File: src/rtl/lap_timer.sv
// -----------------------------------------------------------------------------
// lap_timer
//   Times each lap of the player car for the HUD lap-time text stage.
//   A free-running prescaler divides the pixel clock down to a 1/TICK_HZ s
//   time base. The running lap time counts those ticks. A rising edge of
//   line_cross closes the lap once at least MIN_LAP_TICKS have elapsed.
//   The closed lap time is held on last_lap_time until the next lap closes.
//
//   Optional feature (macro LAP_TIMER_BEST_LAP_EN):
//     defined   - best_lap_time tracks the fastest accepted lap.
//     undefined - best_lap_time is tied to 16'hFFFF and has no comparator.
//
// Ports:
//   pclk             in   pixel clock
//   rst_n            in   asynchronous active-low reset
//   race_start       in   one-cycle pulse, (re)starts the race
//   line_cross       in   level, high while the car overlaps the finish line
//   current_lap_time out  ticks elapsed in the lap in progress (saturating)
//   last_lap_time    out  ticks of the most recently completed lap
//   best_lap_time    out  fastest completed lap in ticks, or 16'hFFFF
//   lap_count        out  laps completed in this race
//   lap_valid        out  one-cycle pulse when last_lap_time updates
//   race_done        out  high once MAX_LAPS laps are completed
// -----------------------------------------------------------------------------
module lap_timer #(
  parameter int unsigned CLK_FREQ_HZ   = 65_000_000,
  parameter int unsigned TICK_HZ       = 100,
  parameter int unsigned MIN_LAP_TICKS = 500,
  parameter int unsigned MAX_LAPS      = 3
) (
  input  logic        pclk,
  input  logic        rst_n,
  input  logic        race_start,
  input  logic        line_cross,
  output logic [15:0] current_lap_time,
  output logic [15:0] last_lap_time,
  output logic [15:0] best_lap_time,
  output logic [3:0]  lap_count,
  output logic        lap_valid,
  output logic        race_done
);

  localparam int unsigned  DIV        = CLK_FREQ_HZ / TICK_HZ;
  localparam int unsigned  PW         = (DIV > 1) ? $clog2(DIV) : 1;
  localparam logic [PW-1:0] PRESC_LAST = PW'(DIV - 1);
  localparam logic [15:0]  MIN_LAP    = 16'(MIN_LAP_TICKS);
  localparam logic [3:0]   LAPS       = 4'(MAX_LAPS);

  typedef enum logic [1:0] {
    IDLE,
    RUNNING,
    FINISHED
  } state_t;

  state_t          state_reg, state_next;
  logic [PW-1:0]   presc_reg, presc_next;
  logic            line_cross_q;
  logic [15:0]     cur_reg, cur_next;
  logic [15:0]     last_reg, last_next;
  logic [3:0]      lap_count_reg, lap_count_next;
  logic            lap_valid_reg, lap_valid_next;
  logic            race_done_reg, race_done_next;
  logic            tick;
  logic            cross_evt;
  logic [3:0]      lap_count_inc;

  // With DIV == 1 the count stays at 0 and tick is permanently high.
  assign tick          = (presc_reg == PRESC_LAST);
  // A held line_cross level only ever produces one event.
  assign cross_evt     = line_cross & ~line_cross_q;
  assign lap_count_inc = lap_count_reg + 4'd1;

`ifdef LAP_TIMER_BEST_LAP_EN
  logic [15:0] best_reg, best_next;
`endif

  always_comb begin
    state_next     = state_reg;
    presc_next     = tick ? '0 : presc_reg + 1'b1;
    cur_next       = cur_reg;
    last_next      = last_reg;
    lap_count_next = lap_count_reg;
    lap_valid_next = 1'b0;
    race_done_next = race_done_reg;
`ifdef LAP_TIMER_BEST_LAP_EN
    best_next      = best_reg;
`endif

    if (race_start) begin
      // Restart wins over any coincident crossing or tick; lap history stays.
      state_next     = RUNNING;
      presc_next     = '0;
      cur_next       = '0;
      lap_count_next = '0;
      race_done_next = 1'b0;
    end else begin
      case (state_reg)
        RUNNING: begin
          if (cross_evt && (cur_reg >= MIN_LAP)) begin
            // Latch the pre-increment time; a tick landing here is dropped.
            last_next      = cur_reg;
            cur_next       = '0;
            lap_count_next = lap_count_inc;
            lap_valid_next = 1'b1;
`ifdef LAP_TIMER_BEST_LAP_EN
            if (cur_reg < best_reg) begin
              best_next = cur_reg;
            end
`endif
            if (lap_count_inc == LAPS) begin
              state_next     = FINISHED;
              race_done_next = 1'b1;
            end
          end else if (tick && (cur_reg != 16'hFFFF)) begin
            cur_next = cur_reg + 16'd1;
          end
        end
        FINISHED: begin
          cur_next = '0;
        end
        default: begin
        end
      endcase
    end
  end

  always_ff @(posedge pclk or negedge rst_n) begin
    if (!rst_n) begin
      state_reg <= IDLE;
    end else begin
      state_reg <= state_next;
    end
  end

  always_ff @(posedge pclk or negedge rst_n) begin
    if (!rst_n) begin
      presc_reg     <= '0;
      line_cross_q  <= 1'b0;
      cur_reg       <= '0;
      last_reg      <= '0;
      lap_count_reg <= '0;
      lap_valid_reg <= 1'b0;
      race_done_reg <= 1'b0;
    end else begin
      presc_reg     <= presc_next;
      line_cross_q  <= line_cross;
      cur_reg       <= cur_next;
      last_reg      <= last_next;
      lap_count_reg <= lap_count_next;
      lap_valid_reg <= lap_valid_next;
      race_done_reg <= race_done_next;
    end
  end

`ifdef LAP_TIMER_BEST_LAP_EN
  always_ff @(posedge pclk or negedge rst_n) begin
    if (!rst_n) begin
      best_reg <= 16'hFFFF;
    end else begin
      best_reg <= best_next;
    end
  end

  assign best_lap_time = best_reg;
`else
  assign best_lap_time = 16'hFFFF;
`endif

  assign current_lap_time = cur_reg;
  assign last_lap_time    = last_reg;
  assign lap_count        = lap_count_reg;
  assign lap_valid        = lap_valid_reg;
  assign race_done        = race_done_reg;

endmodule

File: config.mk
export PLATFORM = sky130hd
export DESIGN_NAME = lap_timer
export DESIGN_NICKNAME = d
export VERILOG_FILES = /design/src/rtl/lap_timer.sv
export SDC_FILE = /design/constraint.sdc
export NUM_CORES = 1
export LEC_CHECK = 0
export BUFFER_PORTS_ARGS = -buffer_cell sky130_fd_sc_hd__buf_4
export CAP_MARGIN = 15
export CORE_MARGIN = 5
export CORE_UTILIZATION = 35
export CTS_CLUSTER_DIAMETER = 120
export DETAILED_ROUTE_END_ITERATION = 10
export MAX_ROUTING_LAYER = met4
export SETUP_SLACK_MARGIN = 0.2
export SLEW_MARGIN = 25
export SYNTH_ARGS = -nofsm -noshare
export SYNTH_HDL_FRONTEND = slang
export SYNTH_SLANG_ARGS = --single-unit
File: constraint.sdc
create_clock -name pclk -period 2.95 [get_ports pclk]
set_clock_uncertainty 0.2 [all_clocks]
set_input_delay 0.4425 -clock pclk [delete_from_list [all_inputs] [get_ports pclk]]
set_output_delay 0.4425 -clock pclk [all_outputs]
set_load 0.005 [all_outputs]
### Word-level counts from Yosys, hierarchy flattened

Cells that the tools add are included.
W data, S select, Z words.

* register bits: 61
* bits of input ports: 4
* output and inout port bits: 54
* word-level logic and storage cells: 51

* add/subtract/negate cells: 3
* $lt $le $gt $ge: 1
* equality and inequality tests: 6
* mux-type cells: 20
* bitwise logic cells: 3
* reduce and logical (&&, ||, !) cells: 10

Operator list (count)
* $mux W16: 3
* $mux W20: 2
* $pmux W16 S2: 1
* $add A20 B1 Y20 const B: 1
* $eq A20 B20 Y1 const B: 1
* $add A16 B1 Y16 const B: 1
* $ge A16 B9 Y1 const B: 1
* $ne A16 B16 Y1 const B: 1
* $mux W4: 3
* $mux W2: 4
* $mux W1: 7
* $reduce_and A3 Y1: 2
* $reduce_bool A2 Y1: 3
* $add A4 B1 Y4 const B: 1
* $eq A4 B2 Y1 const B: 1
* $ne A4 B4 Y1 const B: 1
* $reduce_and A2 Y1: 2
* $reduce_bool A3 Y1: 1
* $eq A2 B1 Y1 const B: 1
* $eq A2 B2 Y1 const B: 1
* $logic_and A1 B1 Y1: 2
* $not A1 Y1: 2
* $and A1 B1 Y1: 1

### Longest topological paths before layout

Gate-level depths: netlist of the first run.

* depth after elaboration: 6
* mapped depth: 8
* mapped depth without buffers: 7

### Worst setup path before layout of the first run

No wires, ideal clock.

* path kind: register -> register
* from: register cur_reg[10], in the netlist current_lap_time[10]
* to: register last_reg[10], in the netlist last_lap_time[10]
* library setup time: 125 ps
* arrival time: 2113 ps
* data required time: 2625 ps
* path slack: 512 ps
* cell stages (with the launch flop): 8
* path buffers: 2
* period minus slack after synthesis: 2438 ps
* cells stage by stage: dfrtp_1 > or4_1 > nor4_2 > a211oi_2 > nand2b_1 > buf_6 > buf_6 > mux2_4

* cells in the longest elaborated chain, start to end: 3

RTL lines
* start: declaration: line 58 `logic [15:0] cur_reg, cur_next;`
* start signal: assignment: line 147 `cur_reg <= cur_next;`
* $ge A16 B9 Y1: line 99 `if (cross_evt && (cur_reg >= MIN_LAP)) begin`
* $logic_and A1 B1 Y1: line 99
* $reduce_and A3 Y1 (no source line)
* end signal: assignment: line 148 `last_reg <= last_next;`
* end: declaration: line 59 `logic [15:0] last_reg, last_next;`

Parallel ways exist; a longest one is shown, timed or not.
A chain may end at the register's enable or synchronous reset.

### Worst setup path after layout of the first run

* from: register cur_reg[10], in the netlist current_lap_time[10]
* to: register last_reg[5], in the netlist last_lap_time[5]

* cells in the longest elaborated chain, start to end: 3

RTL lines (line)
* $ge A16 B9 Y1: 99
* $logic_and A1 B1 Y1: 99
* $reduce_and A3 Y1 (no source line)

Every way passes these cells.

==> PnR_summary.wiki, run 1 <==
{| class="wikitable"
! Metric !! Value
|-
| Overall die height || between 100 and 150 µm
|-
| H-tree level count || 3
|-
| Die Wd || between 100 and 150 µm
|-
| Number of flip-flops in the largest register || 20
|-
| Total track usage || between 10% and 20%
|-
| Complex-gate fraction of the synthesized area || under 10%
|-
| Total via count in the routed design || ~2300
|-
| Per-cell via count in the routed design || approximately 5.0
|-
| Register clock-pin slew on the reported worst setup and hold paths || 0.07 ns
|-
| Clock tree from TritonCTS || built
|-
| RSZ-0062 raised after global routing || false
|-
| Number of buffers on the longest clock path || 2
|-
| Count of buffers from port buffering || a little over 40
|-
| Clock sinks || 60
|-
| Routed wirelength normalized by instance count || 13.8 µm
|-
| Startpoint kind of the worst setup timing path || register
|-
| Fmax achieved || between 0.3 and 0.4 GHz
|-
| Global-route wire length before repair || about 11 mm
|-
| Non-filler cells, final || approximately 460
|-
| Remaining global-route overflow || 0
|-
| DRC violation count after routing || 0
|-
| Final design utilization || between 40% and 50%
|-
| Share of the yosys chip area belonging to registers || 48.7%
|-
| Number of synthesis warnings || 0
|-
| Total Neg Setup Slack || 0 ns
|-
| Number of antenna violations at the first check in global routing || 0
|-
| Area inside the core boundary || between 0.008 and 0.009 mm²
|-
| Number of instances in the synthesized netlist || 300
|-
| Synth Area in Simple Gates || 21.5%
|-
| Maximum number of pins on one net before global-route repair || roughly 60
|-
| Commonest cells after routing, fill and taps aside || dfrtp_1, buf_4, nor2_1
|-
| Number of placed instances with taps included || 440
|-
| Pwr Total || between 1500 and 2000 µW
|-
| Data arrival time of the critical path || 2.59 ns
|-
| Period Utilization, post-route || between 80 and 90%
|-
| Final hold viol count || 0
|-
| Vias in the first global route || about 2300
|-
| Most frequent standard cell in the layout excluding fill and tap cells || dfrtp_1
|-
| Dominant combinational cell family by area after synthesis || simple AND/OR/NAND/NOR gates
|-
| Fin nets || between 300 and 400
|-
| Gp weighted congestion || approximately 0.77
|-
| Length of the first detailed-routing pass in iterations || 4
|-
| Post-Syn Area || 0.00308 mm²
|-
| Pins over their slew limit || 0
|-
| Worst-path fanout max || 19
|-
| Post-DRT Antenna Nets || 0
|-
| Tightest Hold Check Type || primary input to register
|-
| Transition time at the pin with the least slew margin || approximately 0.76 ns
|-
| Clk_lat worst skew || ~0.34 ns
|-
| Adder-cell share of the synthesized area || 2.03%
|-
| Min cycle time layout || 2.57 ns
|-
| Headroom to the max-slew limit || between 40 and 50%
|-
| Distinct cells, synth || 43
|-
| Number of primary I/O pins || 58
|-
| Starting utilization of the core area || 35.7%
|-
| Post-Syn Area per Cell || around 10 µm²
|-
| Cell at the root of the clock tree || clkbuf_8
|-
| Cell type with the largest total area after synthesis || dfrtp_1
|-
| Cells on worst reg2reg path || 6
|-
| Detailed Place HPWL || 4.20 mm
|-
| Post-synthesis sequential element count || 60
|-
| Post-synthesis mux area share || approximately 5.7%
|-
| Area overhead of the layout relative to synthesis || 19.7%
|-
| Count of inserted antenna diode cells || 0
|-
| Critical path data required time || approximately 3.0 ns
|-
| Yosys top cell area share || 48.7%
|-
| Worst-case vdd ir drop || 225 µV
|-
| Xor/xnor cell area share of the yosys netlist || 5.40%
|-
| Cells taking the most area after synthesis || dfrtp_1, buf_4, nor2_1, mux2_2, xnor2_1
|-
| Setup CP Type || register to register
|-
| Total length of routed wires || 6.33 mm
|-
| Die Footprint || 0.0108 mm²
|-
| Count of max-cap constraint violations || 0
|-
| Status || completed
|-
| Proportion of layout cells with a drive suffix above 1 || 23.4%
|-
| Setup crit end kind || register
|-
| 1st-iter DRT viols || between 80 and 90
|-
| Total power density per cell area || just under 500 mW/mm²
|-
| Final setup violation count || 0
|-
| Site Rows || 34
|-
| Clock buffers created by TritonCTS || 9
|-
| Leakage power total || around 0.0017 µW
|-
| Hold path cells || 2
|}
==> where the power goes <==
part	internal (µW)	switching [µW]	leakage (µW)
Combinational	18.6	43.0	0.000755
Clock	559	324	0.000117
Sequential	828	3.11	0.000826
Total	1410	370	0.00170
==> cell type report <==
| type | instances | area, µm² |
|---|---|---|
| clock buffer | 11 | 131 |
| clock inverter | 5 | 100 |
| multi-input combinational | 219 | 1410 |
| inverter | 9 | 33.8 |
| tap | 108 | 135 |
| timing repair buffer | 47 | 374 |
| fill | 822 | 4950 |
| sequential | 60 | 1500 |
==> worst max-delay path, cell delays in order (launching register included) <==
cell	delay, ns
dfrtp_1	0.48
or4_1	0.57
nor4_2	0.27
a211oi_2	0.22
nand2b_1	0.13
buf_6	0.21
mux2_2	0.36
==> per-layer routing <==
metal | track usage [%] | share of wire, %
met3 | 3.54 | 5.6
met2 | 20.0 | 47
met1 | 16.2 | 45
met5 | - | 0
met4 | 5.92 | 2.0
==> synth_stat cells (all sizes together) <==
| master | number |
|---|---|
| or2 | 1 |
| a21o | 1 |
| o41ai | 3 |
| dfrtp | 60 |
| or2b | 1 |
| inv | 9 |
| xnor2 | 10 |
| clkbuf | 6 |
| conb | 1 |
| o31ai | 11 |
| nand3 | 16 |
| nor3 | 7 |
| ha | 5 |
| and4 | 4 |
| a211oi | 1 |
| nand2b | 4 |
| xor2 | 9 |
| or3 | 5 |
| o21bai | 1 |
| nor4b | 3 |
| nor2 | 33 |
| nor3b | 7 |
| nand2 | 18 |
| o211ai | 1 |
| a21oi | 6 |
| and3 | 6 |
| nor4 | 3 |
| o21ai | 20 |
| or4 | 1 |
| nand4 | 10 |
| mux2 | 14 |
| buf | 21 |
| and2 | 1 |
| nor2b | 1 |
==> final timing paths <==
path                                     to  slack (ns)            startpoint
max                        last_lap_time[5]        0.38  current_lap_time[10]
min                            lap_count[0]        0.13            race_start
max reg2reg                last_lap_time[5]        0.38  current_lap_time[10]
min reg2reg                    presc_reg[0]        0.26          presc_reg[0]
max in group asynchronous      presc_reg[9]        1.54                 rst_n
min in group asynchronous  last_lap_time[2]        0.51                 rst_n
==> kinds of logic after synthesis <==
kind of cell / count (synthesis)
AND/OR/NAND/NOR: 121
flip-flops: 60
AO/OA/AOI/OAI: 44
buffers and inverters: 36
XOR/XNOR: 19
multiplexers: 14
adder cells (fa/ha/maj): 5
other: 1
==> through the flow <==
stage                     setup WS, ns  hold WS, ns  area, µm²
after floorplan                  0.512      -0.0531       3140
after global placement           0.315        0.250       3410
after detailed placement         0.276        0.254       3410
after CTS                        0.238      0.00213       3650
after global routing             0.233        0.133       3690
final                            0.382        0.127       3690
==> repair_timing <==
item | 4_1_cts | 5_1_grt
gates resized for setup | 0 | 1
hold buffers | 1 | 1
endpoints found under the hold margin | 3 | 1
setup endpoints to repair | 0 | 22
setup buffers | 0 | 1
(Power assumes the default switching activity.)
==> inputs of run 2 (changes only) <==
Settings changed: CAP_MARGIN 15 to 20, REMOVE_ABC_BUFFERS set to 1.
==> PnR_summary.wiki, run 2 (same netlist as run 1, synthesis figures left out) <==
{| class="wikitable"
! Metric !! Value
|-
| Status || finished, violations left
|-
| Violated checks || hold timing
|-
| Fin nets || 355 (unchanged)
|-
| Remaining global-route overflow || 0 (unchanged)
|-
| Final setup violation count || 0 (unchanged)
|-
| Post-DRT Antenna Nets || 0 (unchanged)
|-
| Cells on worst reg2reg path || 6 (unchanged)
|-
| Cell at the root of the clock tree || clkbuf_8
|-
| Share of total power in sequential cells || 50.6% (+3.8 points)
|-
| Length of the first detailed-routing pass in iterations || 4 (unchanged)
|-
| Startpoint kind of the worst setup timing path || register
|-
| Internal power component || 1280 µW (-9.1%)
|-
| Final design utilization || 42.2% (-0.54 points)
|-
| Sequential cell area || 0.00150 mm² (unchanged)
|-
| Total Neg Setup Slack || 0 ns (unchanged)
|-
| Post-placement setup slack || 0.265 ns (-0.0106 ns)
|-
| Worst-path fanout max || 19 (unchanged)
|-
| Fill cell total of the finished layout || 828 (+0.73%)
|-
| Data arrival time of the critical path || 2.60 ns (about the same)
|-
| Count of buffers from port buffering || 41 (unchanged)
|-
| Proportion of layout cells with a drive suffix above 1 || 24.2% (+0.85 points)
|-
| Combined buffer and inverter count along the critical path || 1 (unchanged)
|-
| Setup crit end kind || register
|-
| Per-cell via count in the routed design || 5.00 (+0.66%)
|-
| Die Wd || 104 µm (unchanged)
|-
| Total via count in the routed design || 2297 (+0.66%)
|-
| Clk_lat worst skew || 0.34 ns (about the same)
|-
| Commonest cells after routing, fill and taps aside || dfrtp_1, buf_4, nor2_1
|-
| Top Family by Delay on Critical Path || simple AND/OR/NAND/NOR gates
|-
| Detailed Place HPWL || 4.23 mm (+0.76%)
|-
| Clock sinks || 60 (unchanged)
|-
| Tightest Hold Check Type || primary input to asynchronous set/reset pin
|-
| Pwr Total || 1640 µW (-7.6%)
|-
| Period Utilization, post-route || 87.5% (+0.45 points)
|-
| Headroom to the max-slew limit || 50.4% (+0.87 points)
|-
| Global-route wire length before repair || 11.0 mm (-4.0%)
|-
| Vias in the first global route || 2316 (+2.6%)
|-
| Overall die height || 104 µm (unchanged)
|-
| Area of the multi-input gates || 0.00141 mm² (unchanged)
|-
| Transition time at the pin with the least slew margin || 0.744 ns (-0.0131 ns)
|-
| Number of flip-flops in the largest register || 20 (unchanged)
|-
| Die Footprint || 0.0108 mm² (unchanged)
|-
| Gp weighted congestion || 0.805 (+4.9%)
|-
| Clock share of power || 45.8% (-3.9 points)
|-
| Count of max-cap constraint violations || 0 (unchanged)
|-
| Leakage power total || 0.00168 µW (-1.0%)
|-
| Area overhead of the layout relative to synthesis || 18.1%
|-
| H-tree level count || 3 (unchanged)
|-
| 1st-iter DRT viols || 79 (-6.0%)
|-
| R2R Path Start || current_lap_time[10]
|-
| Reg-to-Reg End || last_lap_time[7]
|-
| Total power density per cell area || 451 mW/mm² (-6.4%)
|-
| Critical path startpoint || current_lap_time[10]
|-
| Clock tree from TritonCTS || built
|-
| CP peak stage delay || 0.56 ns (about the same)
|-
| Maximum number of pins on one net before global-route repair || 61 (unchanged)
|-
| Number of buffers on the longest clock path || 2 (unchanged)
|-
| Number of antenna violations at the first check in global routing || 0 (unchanged)
|-
| Flop-to-flop setup slack || 0.37 ns (about the same)
|-
| Register clock-pin slew on the reported worst setup and hold paths || 0.07 ns (about the same)
|-
| Number of primary I/O pins || 58 (unchanged)
|-
| Hold WS || -0.0282 ns (-0.155 ns)
|-
| Reported net switching power || 364 µW (-1.8%)
|-
| Min cycle time layout || 2.58 ns (+0.0132 ns)
|-
| End point of the critical path || last_lap_time[7]
|-
| RSZ-0062 raised after global routing || false
|-
| Critical path data required time || 2.97 ns (about the same)
|-
| Switching share of power || 22.2% (+1.3 points)
|-
| Final hold viol count || 60 (+60)
|-
| Most frequent standard cell in the layout excluding fill and tap cells || dfrtp_1
|-
| Setup CP Type || register to register
|-
| Worst path cell trace || or4_1 -> nor4_2 -> a211oi_2 -> nand2b_1 -> buf_6 -> mux2_2
|-
| Total length of routed wires || 6.24 mm (-1.4%)
|-
| Comb power frac || 3.6% (about the same)
|-
| Site Rows || 34 (unchanged)
|-
| Clock buffers created by TritonCTS || 9 (unchanged)
|-
| Fmax achieved || 0.387 GHz (-0.51%)
|-
| Total track usage || 12.4% (-0.65 points)
|-
| Stages on worst setup path || 6 (unchanged)
|-
| Smallest setup slack after layout || 0.369 ns (-0.0132 ns)
|-
| Pins over their slew limit || 0 (unchanged)
|-
| DRC violation count after routing || 0 (unchanged)
|-
| Worst-case vdd ir drop || 222 µV (-1.4%)
|-
| Count of inserted antenna diode cells || 0 (unchanged)
|-
| Routed wirelength normalized by instance count || 13.6 µm (-1.4%)
|-
| Starting utilization of the core area || 35.7% (unchanged)
|-
| Crit-path slowest cell || or4_1
|-
| Area inside the core boundary || 0.00864 mm² (unchanged)
|}
## run 2: per-stage QoR
step / area (µm²) / cells
after floorplan: 2950 / 288
after global placement: 3420 / 441
after detailed placement: 3420 / 441
after CTS: 3620 / 457
after global routing: 3640 / 459
final: 3640 / 459
## run 2: layout make-up
class / instances / area share (%)
Multi-Input combinational cell: 219 / 38.8
Inverter: 9 / 0.928
Sequential cell: 60 / 41.2
Clock inverter: 4 / 1.31
Tap cell: 108 / 3.71
Clock buffer: 12 / 4.26
Timing Repair Buffer: 47 / 9.79
## run 2: worst min-delay path by stage
| stage | start | slack (ns) | depth (start not counted) | endpoint |
|---|---|---|---|---|
| CTS | rst_n | 0.0009 | 1 | lap_valid |
| floorplan | rst_n | -0.05 | 0 | current_lap_time[0] |
| global route | line_cross | 0.00008 | 1 | line_cross_q |
| finish | rst_n | -0.03 | 1 | lap_valid |
| detailed placement | presc_reg[0] | 0.25 | 1 | presc_reg[0] |
| global placement | presc_reg[0] | 0.25 | 1 | presc_reg[0] |
## run 2: power groups by stage
stage | clock (µW) | combinational [µW] | sequential (µW)
2_1_floorplan | 0 | 26.7 | 846
3_3_place_gp | 0 | 56.9 | 846
3_5_place_dp | 0 | 57.9 | 846
4_1_cts | 771 | 57.8 | 831
5_1_grt | 814 | 68.7 | 831
6_report | 752 | 58.5 | 831
## run 2: metal layers
| metal | global-route usage (%) | part of all wire, % | up-vias |
|---|---|---|---|
| li1 | - | - | 1123 |
| met1 | 14.1 | 43 | 1106 |
| met2 | 20.1 | 48 | 57 |
| met3 | 4.35 | 6.5 | 11 |
| met4 | 4.90 | 1.9 | 0 |
| met5 | - | 0 | - |
## run 2: timing repair
item | 4_1_cts | 5_1_grt
hold buffers | 0 | 0
setup endpoints to repair | 0 | 20
gates resized for setup | 0 | 1
setup buffers | 0 | 2
